$ cat config.mk
export PLATFORM = sky130hd
export DESIGN_NAME = ysyx_24100027_ctrl_fsm
export DESIGN_NICKNAME = d
export VERILOG_FILES = /design/src/rtl/npc_ctrl_pkg.sv /design/src/rtl/ysyx_24100027_opdec.sv /design/src/rtl/ysyx_24100027_ctrl_fsm.sv
export SDC_FILE = /design/constraint.sdc
export NUM_CORES = 1
export LEC_CHECK = 0
export CORE_ASPECT_RATIO = 0.6
export CORE_MARGIN = 3
export CORE_UTILIZATION = 38
export DETAILED_ROUTE_END_ITERATION = 10
export MAX_ROUTING_LAYER = met4
export PLACE_DENSITY = 0.89
export SLEW_MARGIN = 30
export SYNTH_ARGS = -nofsm -noshare
export SYNTH_HDL_FRONTEND = slang
export SYNTH_SLANG_ARGS = --single-unit
export TNS_END_PERCENT = 5
$ cat constraint.sdc
create_clock -name clk -period 3.8 [get_ports clk]
set_clock_uncertainty 0.05 [all_clocks]
set_input_delay 0.38 -clock clk [delete_from_list [all_inputs] [get_ports clk]]
set_output_delay 0.38 -clock clk [all_outputs]
set_load 0.05 [all_outputs]
$ cat src/rtl/npc_ctrl_pkg.sv
// rtl/npc_ctrl_pkg.sv - shared states, opcodes and immediate-format encodings for the NPC sequencer
package npc_ctrl_pkg;

  typedef enum logic [3:0] {
    ST_IDLE,
    ST_FETCH_REQ,
    ST_FETCH_WAIT,
    ST_DECODE,
    ST_EXEC,
    ST_MEM_REQ,
    ST_MEM_WAIT,
    ST_WB,
    ST_HALT
  } state_e;

  localparam logic [6:0] OPC_LUI    = 7'b0110111;
  localparam logic [6:0] OPC_AUIPC  = 7'b0010111;
  localparam logic [6:0] OPC_JAL    = 7'b1101111;
  localparam logic [6:0] OPC_JALR   = 7'b1100111;
  localparam logic [6:0] OPC_BRANCH = 7'b1100011;
  localparam logic [6:0] OPC_LOAD   = 7'b0000011;
  localparam logic [6:0] OPC_STORE  = 7'b0100011;
  localparam logic [6:0] OPC_OPIMM  = 7'b0010011;
  localparam logic [6:0] OPC_OP     = 7'b0110011;
  localparam logic [6:0] OPC_SYSTEM = 7'b1110011;

  localparam logic [2:0] EXT_I = 3'b000;
  localparam logic [2:0] EXT_U = 3'b001;
  localparam logic [2:0] EXT_S = 3'b010;
  localparam logic [2:0] EXT_B = 3'b011;
  localparam logic [2:0] EXT_J = 3'b100;

  typedef enum logic [2:0] {
    CLS_ALU,
    CLS_BRANCH,
    CLS_JUMP,
    CLS_LOAD,
    CLS_STORE,
    CLS_SYS,
    CLS_ILL
  } inst_class_e;

endpackage

$ cat src/rtl/ysyx_24100027_opdec.sv
// rtl/ysyx_24100027_opdec.sv - combinational opcode classifier feeding the control sequencer
module ysyx_24100027_opdec
  import npc_ctrl_pkg::*;
#(
  parameter int              XLEN      = 32,
  parameter logic [XLEN-1:0] HALT_INST = 32'h0010_0073
) (
  input  logic [XLEN-1:0] i_inst,
  output logic [2:0]      o_extop,
  output inst_class_e     o_cls,
  output logic            o_rf_we,
  output logic            o_is_store,
  output logic            o_is_halt,
  output logic            o_is_illegal
);

  always_comb begin
    o_extop      = EXT_I;
    o_cls        = CLS_ILL;
    o_rf_we      = 1'b0;
    o_is_store   = 1'b0;
    o_is_halt    = 1'b0;
    o_is_illegal = 1'b0;
    case (i_inst[6:0])
      OPC_LUI, OPC_AUIPC: begin
        o_extop = EXT_U;
        o_cls   = CLS_ALU;
        o_rf_we = 1'b1;
      end
      OPC_JAL: begin
        o_extop = EXT_J;
        o_cls   = CLS_JUMP;
        o_rf_we = 1'b1;
      end
      OPC_JALR: begin
        o_cls   = CLS_JUMP;
        o_rf_we = 1'b1;
      end
      OPC_BRANCH: begin
        o_extop = EXT_B;
        o_cls   = CLS_BRANCH;
      end
      OPC_LOAD: begin
        o_cls   = CLS_LOAD;
        o_rf_we = 1'b1;
      end
      OPC_STORE: begin
        o_extop    = EXT_S;
        o_cls      = CLS_STORE;
        o_is_store = 1'b1;
      end
      OPC_OPIMM, OPC_OP: begin
        o_cls   = CLS_ALU;
        o_rf_we = 1'b1;
      end
      OPC_SYSTEM: begin
        // Only the exact ebreak encoding is supported; other SYSTEM forms are illegal.
        if (i_inst == HALT_INST) begin
          o_cls     = CLS_SYS;
          o_is_halt = 1'b1;
        end else begin
          o_is_illegal = 1'b1;
        end
      end
      default: o_is_illegal = 1'b1;
    endcase
  end

endmodule

$ cat src/rtl/ysyx_24100027_ctrl_fsm.sv
// rtl/ysyx_24100027_ctrl_fsm.sv - multi-cycle fetch/decode/mem/writeback sequencer for the NPC core
// Optional performance counters are built when NPC_PERF_CNT_EN is defined.
module ysyx_24100027_ctrl_fsm
  import npc_ctrl_pkg::*;
#(
  parameter int              XLEN      = 32,
  parameter logic [XLEN-1:0] HALT_INST = 32'h0010_0073
) (
  input  logic            clk,
  input  logic            rst_n,
  output logic            ifu_req_valid,
  input  logic            ifu_req_ready,
  input  logic            ifu_resp_valid,
  input  logic [XLEN-1:0] ifu_resp_inst,
  output logic [XLEN-1:0] inst_q,
  output logic [2:0]      extop,
  output logic            lsu_req_valid,
  input  logic            lsu_req_ready,
  output logic            lsu_req_wen,
  input  logic            lsu_resp_valid,
  output logic            rf_wen,
  output logic            pc_we,
  output logic            halt,
  output logic            illegal,
  output logic [63:0]     perf_cycle,
  output logic [63:0]     perf_instret
);

  state_e          r_state;
  state_e          w_nxt;
  logic [XLEN-1:0] r_inst;
  logic            r_ifu_req_valid, r_lsu_req_valid, r_lsu_req_wen;
  logic            r_rf_wen, r_pc_we, r_halt, r_illegal;

  logic [2:0]      w_extop;
  inst_class_e     w_cls;
  logic            w_rf_we, w_is_store, w_is_halt, w_is_illegal, w_is_mem;

  ysyx_24100027_opdec #(
    .XLEN      (XLEN),
    .HALT_INST (HALT_INST)
  ) u_opdec (
    .i_inst       (r_inst),
    .o_extop      (w_extop),
    .o_cls        (w_cls),
    .o_rf_we      (w_rf_we),
    .o_is_store   (w_is_store),
    .o_is_halt    (w_is_halt),
    .o_is_illegal (w_is_illegal)
  );

  assign w_is_mem = (w_cls == CLS_LOAD) || (w_cls == CLS_STORE);

  always_comb begin
    w_nxt = r_state;
    case (r_state)
      ST_IDLE:       w_nxt = ST_FETCH_REQ;
      ST_FETCH_REQ:  if (ifu_req_ready) w_nxt = ST_FETCH_WAIT;
      ST_FETCH_WAIT: if (ifu_resp_valid) w_nxt = ST_DECODE;
      ST_DECODE:     w_nxt = (w_is_halt || w_is_illegal) ? ST_HALT : ST_EXEC;
      ST_EXEC:       w_nxt = w_is_mem ? ST_MEM_REQ : ST_WB;
      ST_MEM_REQ:    if (lsu_req_ready) w_nxt = ST_MEM_WAIT;
      ST_MEM_WAIT:   if (lsu_resp_valid) w_nxt = ST_WB;
      ST_WB:         w_nxt = ST_FETCH_REQ;
      default:       w_nxt = ST_HALT;
    endcase
  end

  // Outputs are registered from the next state so each strobe lines up with its state.
  always_ff @(posedge clk or negedge rst_n) begin
    if (!rst_n) begin
      r_state         <= ST_IDLE;
      r_inst          <= '0;
      r_ifu_req_valid <= 1'b0;
      r_lsu_req_valid <= 1'b0;
      r_lsu_req_wen   <= 1'b0;
      r_rf_wen        <= 1'b0;
      r_pc_we         <= 1'b0;
      r_halt          <= 1'b0;
      r_illegal       <= 1'b0;
    end else begin
      r_state         <= w_nxt;
      r_ifu_req_valid <= (w_nxt == ST_FETCH_REQ);
      r_lsu_req_valid <= (w_nxt == ST_MEM_REQ);
      r_lsu_req_wen   <= (w_nxt == ST_MEM_REQ) && w_is_store;
      r_pc_we         <= (w_nxt == ST_WB);
      r_rf_wen        <= (w_nxt == ST_WB) && w_rf_we;
      r_halt          <= (w_nxt == ST_HALT);
      if (r_state == ST_FETCH_WAIT && ifu_resp_valid) r_inst <= ifu_resp_inst;
      if (r_state == ST_DECODE && w_is_illegal) r_illegal <= 1'b1;
    end
  end

  assign ifu_req_valid = r_ifu_req_valid;
  assign inst_q        = r_inst;
  assign lsu_req_valid = r_lsu_req_valid;
  assign lsu_req_wen   = r_lsu_req_wen;
  assign rf_wen        = r_rf_wen;
  assign pc_we         = r_pc_we;
  assign halt          = r_halt;
  assign illegal       = r_illegal;
  assign extop         = (r_state == ST_DECODE || r_state == ST_EXEC || r_state == ST_MEM_REQ ||
                          r_state == ST_MEM_WAIT || r_state == ST_WB) ? w_extop : EXT_I;

`ifdef NPC_PERF_CNT_EN
  logic [63:0] r_perf_cycle, r_perf_instret;

  always_ff @(posedge clk or negedge rst_n) begin
    if (!rst_n) begin
      r_perf_cycle   <= '0;
      r_perf_instret <= '0;
    end else begin
      if (r_state != ST_IDLE && r_state != ST_HALT) r_perf_cycle <= r_perf_cycle + 64'd1;
      if (r_state == ST_WB) r_perf_instret <= r_perf_instret + 64'd1;
    end
  end

  assign perf_cycle   = r_perf_cycle;
  assign perf_instret = r_perf_instret;
`else
  assign perf_cycle   = '0;
  assign perf_instret = '0;
`endif

endmodule

# Word level (Yosys, flattened, before mapping)
# Index checks and enable logic that the tools add are counted.
[op_classes] n_eq_ne=24 muxes=17 reduce_logical=17
[ops] op="== test 32 x 21 -> 1 bit (second input constant)" n=1
[ops] op="== test 7 bit (second input constant)" n=4
[ops] op="one-hot mux 4 bit (7 select lines)" n=1
[ops] op="== test 4 x 3 -> 1 bit (second input constant)" n=6
[ops] op="== test 7 x 6 -> 1 bit (second input constant)" n=3
[ops] op="two-way mux 4 bit" n=5
[ops] op="one-hot mux 3 bit (6 select lines)" n=1
[ops] op="== test 7 x 5 -> 1 bit (second input constant)" n=2
[ops] op="one-hot mux 3 bit (4 select lines)" n=1
[ops] op="OR reduction 9 bit" n=1
[ops] op="== test 4 x 1 -> 1 bit (second input constant)" n=2
[ops] op="== test 4 x 2 -> 1 bit (second input constant)" n=2
[ops] op="== test 7 x 2 -> 1 bit (second input constant)" n=1
[ops] op="OR reduction 7 bit" n=1
[ops] op="logical OR 1 bit" n=6
[ops] op="OR reduction 2 bit" n=3
[ops] op="two-way mux 1 bit" n=5
[ops] op="== test 4 bit (second input constant)" n=1
[ops] op="logical AND 1 bit" n=4
[ops] op="zero test 4 bit" n=1
[ops] op="two-way mux 2 bit" n=2
[ops] op="OR reduction 4 bit" n=1
[ops] op="== test 3 x 2 -> 1 bit (second input constant)" n=1
[ops] op="== test 3 bit (second input constant)" n=1
[ops] op="other kinds (2)" n=2
[totals] ff_bits=43 out_inout_bits=170

# Logic depth before layout (Yosys ltp)
[logic_depth] depth_word=9 depth_mapped=6 mapped_depth_nobuf=5

# Modules after synthesis
# Synthesis repeated with hierarchy kept, for this count alone.
[unflattened] hier_cells=295 hier_area_um2=3151.8
[modules_own_cells] mod="ysyx_24100027_ctrl_fsm" n_inst=1 cells_per_inst=251 area_per_inst_um2=2850.2 seq_area_each_um2=1076.0
[modules_own_cells] mod="ysyx_24100027_opdec" n_inst=1 cells_per_inst=44 area_per_inst_um2=301.5 seq_area_each_um2=0.0

# Least setup slack after synthesis
# Ideal clock, no wire load.
[synth_path] path_kind="register -> output" startpoint="register r_inst[4] (netlist: inst_q[4])" endpoint="output port extop[2]" arrival_time_ns=2.524 required_ns=3.370 slack_ns=0.846 path_stages_with_launch=4 path_cell_list="dfrtp_1 -> and2b_1 -> nand4_1 -> nor4_1"
[synth_between] elab_chain_cells=4
[synth_lines] element="start: declaration" line_no="ysyx_24100027_ctrl_fsm.sv:31" text="logic [XLEN-1:0] r_inst;"
[synth_lines] element="start signal: assignment" line_no="ysyx_24100027_ctrl_fsm.sv:89" text="if (r_state == ST_FETCH_WAIT && ifu_resp_valid) r_inst <= ifu_resp_inst;"
[synth_lines] element="== test 7 x 6 -> 1 bit or == test 7 x 5 -> 1 bit (tied branches)" line_no="ysyx_24100027_opdec.sv:24" text="case (i_inst[6:0])"
[synth_lines] element="OR reduction 2 bit"
[synth_lines] element="one-hot mux 3 bit (4 select lines) (*)" line_no="ysyx_24100027_opdec.sv:24"
[synth_lines] element="two-way mux 3 bit (*)" line_no="ysyx_24100027_ctrl_fsm.sv:103" text="r_state == ST_MEM_WAIT || r_state == ST_WB) ? w_extop : EXT_I;"
[synth_lines] element="end: declaration" line_no="ysyx_24100027_ctrl_fsm.sv:16" text="output logic [2:0] extop,"
# Mark *: on every way between the ends. The rest lies on a longest branch, timed or not.

# Worst setup path after layout
[layout_path] startpoint="register r_inst[2] (netlist: inst_q[2])" endpoint="output port extop[1]"
# The elaborated chain is that of the path after synthesis.

==> results.md <==
- Worst-path clk slew: 0.07 ns
- Antenna violations before repair: 0
- Peak VDD IR: 0.474 mV
- Nets@finish: 397
- Clock sinks: 43
- Area leader, netlist: dfrtp_1
- Final global-route overflow total: 0
- Final Hold Viols: 0
- Synth Cell Area: 0.00288 mm^2
- DRC: 0
- Share of layout cells above drive strength 1: 5.83%
- Pleak: 1.64 nW
- Sw Share: 52.3%
- Crit path arrival time: 2.36 ns
- I/O Pins: 208
- Combinational power share: 55.3%
- Worst-Margin Slew: 0.767 ns
- DRT antenna net count: 0
- Most frequent cell after synthesis: buf_4
- Net switching power: 1.49 mW
- Die area: 0.00870 mm^2
- Flip-flop and latch area: 0.00108 mm^2
- CTS H-tree depth: 2
- Setup TNS: 0 ns
- Async S/R FF share, synth: 100%
- P per Cell Area: 823 mW/mm^2
- Row count: 23
- Max cap viols: 0
- Vias in the first global route: 1,678
- Worst relative slew slack: 48.7%
- #FFs+latches synth: 43
- Startpoint types: flip-flop
- RePlAce Congestion: 0.879
- Worst Setup End Kind: output port
- CTS-repair resized insts: 0
- Status: finished, final reports clean
- Pre-antenna DRT Iters: 4
- Vias per inst: 3.90
- Total power: 2.85 mW
- Die Ht: 73.5 um
- Fraction of the yosys area taken by sequential cells: 37.3%
- Root Driver: clkbuf_16
- Via count: 1,793
- Fin crit period: 2.79 ns
- Commonest cells post-synth: buf_4, dfrtp_1, mux2_1
- Synth Flop Type: dfrtp_1
- Hpwl dp: 4970 um
- Core area: 0.00699 mm^2
- Layout area overhead: 20.2%
- Yosys top cell area share: 37.3%
- Post-CTS repair timing setup buffer count: 0
- Pint: 1.36 mW
- Pins Over Slew Limit: 0
- RSZ-0062 raised after global routing: no
- Final WL: 6140 um
- Largest net degree at the start of global routing: 28
- Die X: 118 um
- EDFF count, synth: 0
- Worst-Skew Late Latency: 0.28 ns
- # diodes: 0
- Synth cell types: 39
- Worst min path class: reg2reg
- Crit path max fanout: 10
- Required time worst endpoint: 3.37 ns
- TritonCTS clock tree: done
- CTS buffer count: 5
- CTS Buffer Depth: 2
- Multi-input logic area: 0.00126 mm^2
- Synth top area cells: dfrtp_1, buf_4, mux2_1
- Total of warnings raised by yosys: 0
- Final setup vio count: 0
- Post-layout util: 49.5%
- First-pass GRT wire length: 8860 um
- First DRT Iteration DRCs: 32
- DR WL/cell: 13.4 um
- Cell count after synthesis: 279
- Clk network pwr share: 15.6%
- Fillers: 656
- Setup CP Type: reg2out
- Reg power frac: 29.1%
- Synthesized area per cell: 10.3 um^2
- Port bufs: 79
- Tot GR Track Use: 13.7%
- Max Clock Freq: 358 MHz
- Final cycle utilization of the critical path: 73.5%
- Initial Util: 41.2%
## logic make-up (layout without fill, tap and decap cells)
logic type | count (synthesis) | count (layout) | share of synthesized area, %
buffers and inverters | 141 | 95 | 35.3
AND/OR/NAND/NOR | 44 | 44 | 8.73
flip-flops | 43 | 43 | 37.3
multiplexers | 33 | 33 | 12.9
AO/OA/AOI/OAI | 17 | 17 | 5.64
other | 1 | 128 | 0.130
## placed cells by master (no fill, tap or decap), drive strengths merged, types with 2 or more instances in the layout
cell type,n
nor4b,2
clkbuf,6
nor3,2
clkdlybuf4s50,78
conb,128
nor2,11
o21ai,3
buf,3
inv,5
o21a,2
nor4,7
a21oi,4
mux2,32
dfrtp,43
a2111oi,3
nand2,9
nand4,4
nor3b,2
## repair_timing
item,CTS,global route
endpoints found under the hold margin,16,0
hold buffers,1,0
endpoints found under the setup margin,0,0
## registers in the layout, indices dropped and copies added (netlist names)
register	count
illegal	1
inst_q	32
ifu_req_valid	1
lsu_req_wen	1
rf_wen	1
r_state	4
lsu_req_valid	1
pc_we	1
halt	1
## final cells by class
class | instances | area share, %
sequential | 43 | 31.1
clock buffer | 6 | 4.01
tap | 100 | 3.61
multi-input combinational | 222 | 36.5
timing repair buffer | 82 | 23.8
inverter | 5 | 0.542
clock inverter | 2 | 0.470
## path summary, 6_finish.rpt
kind	slack, ns	cells after the start	endpoint	startpoint
min	0.43	1	illegal$_DFFE_PN0P_	illegal$_DFFE_PN0P_
max	1.01	5	extop[1]	inst_q[2]$_DFFE_PN0P_
max reg2reg	1.51	4	inst_q[16]$_DFFE_PN0P_	r_state[1]$_DFF_PN0_
min reg2reg	0.43	1	illegal$_DFFE_PN0P_	illegal$_DFFE_PN0P_
max in group asynchronous	2.69	3	inst_q[27]$_DFFE_PN0P_	rst_n
min in group asynchronous	0.51	2	inst_q[8]$_DFFE_PN0P_	rst_n
## critical path, stage by stage, from the launching register on
cell and delay, ns:
dfrtp_1 0.48, or2_4 0.31, nor2_1 0.18, nand2_1 0.12, nor3_1 0.15, clkdlybuf4s50_1 0.84
## metrics by stage
| stage | setup WS, ns | instances | hold slack (ns) | cell area, um^2 |
|---|---|---|---|---|
| 2_1_floorplan | 0.846 | 406 | 0.0344 | 3360 |
| 3_3_place_gp | 1.33 | 450 | 0.409 | 3280 |
| 3_5_place_dp | 1.27 | 451 | 0.282 | 3300 |
| 4_1_cts | 1.01 | 460 | 0.442 | 3460 |
| 5_1_grt | 0.825 | 460 | 0.458 | 3460 |
| 6_report | 1.01 | 460 | 0.433 | 3460 |
## layer usage
layer,part of all wire (%),track usage (%),vias up,routed length [um]
met1,41,17.0,857,2530
met2,49,21.6,95,3020
li1,-,-,835,-
met5,0,-,-,0
met3,8.4,4.54,6,515
met4,1.1,3.98,0,70
## power groups by stage
stage / Combinational [mW] / Clock [mW] / Sequential, mW
2_1_floorplan: 0.666 / 0 / 1.36
3_3_place_gp: 1.57 / 0 / 0.821
3_5_place_dp: 1.58 / 0 / 0.837
4_1_cts: 1.59 / 0.460 / 0.831
5_1_grt: 1.64 / 0.479 / 0.863
6_report: 1.58 / 0.443 / 0.829
(Power assumes the default switching activity.)
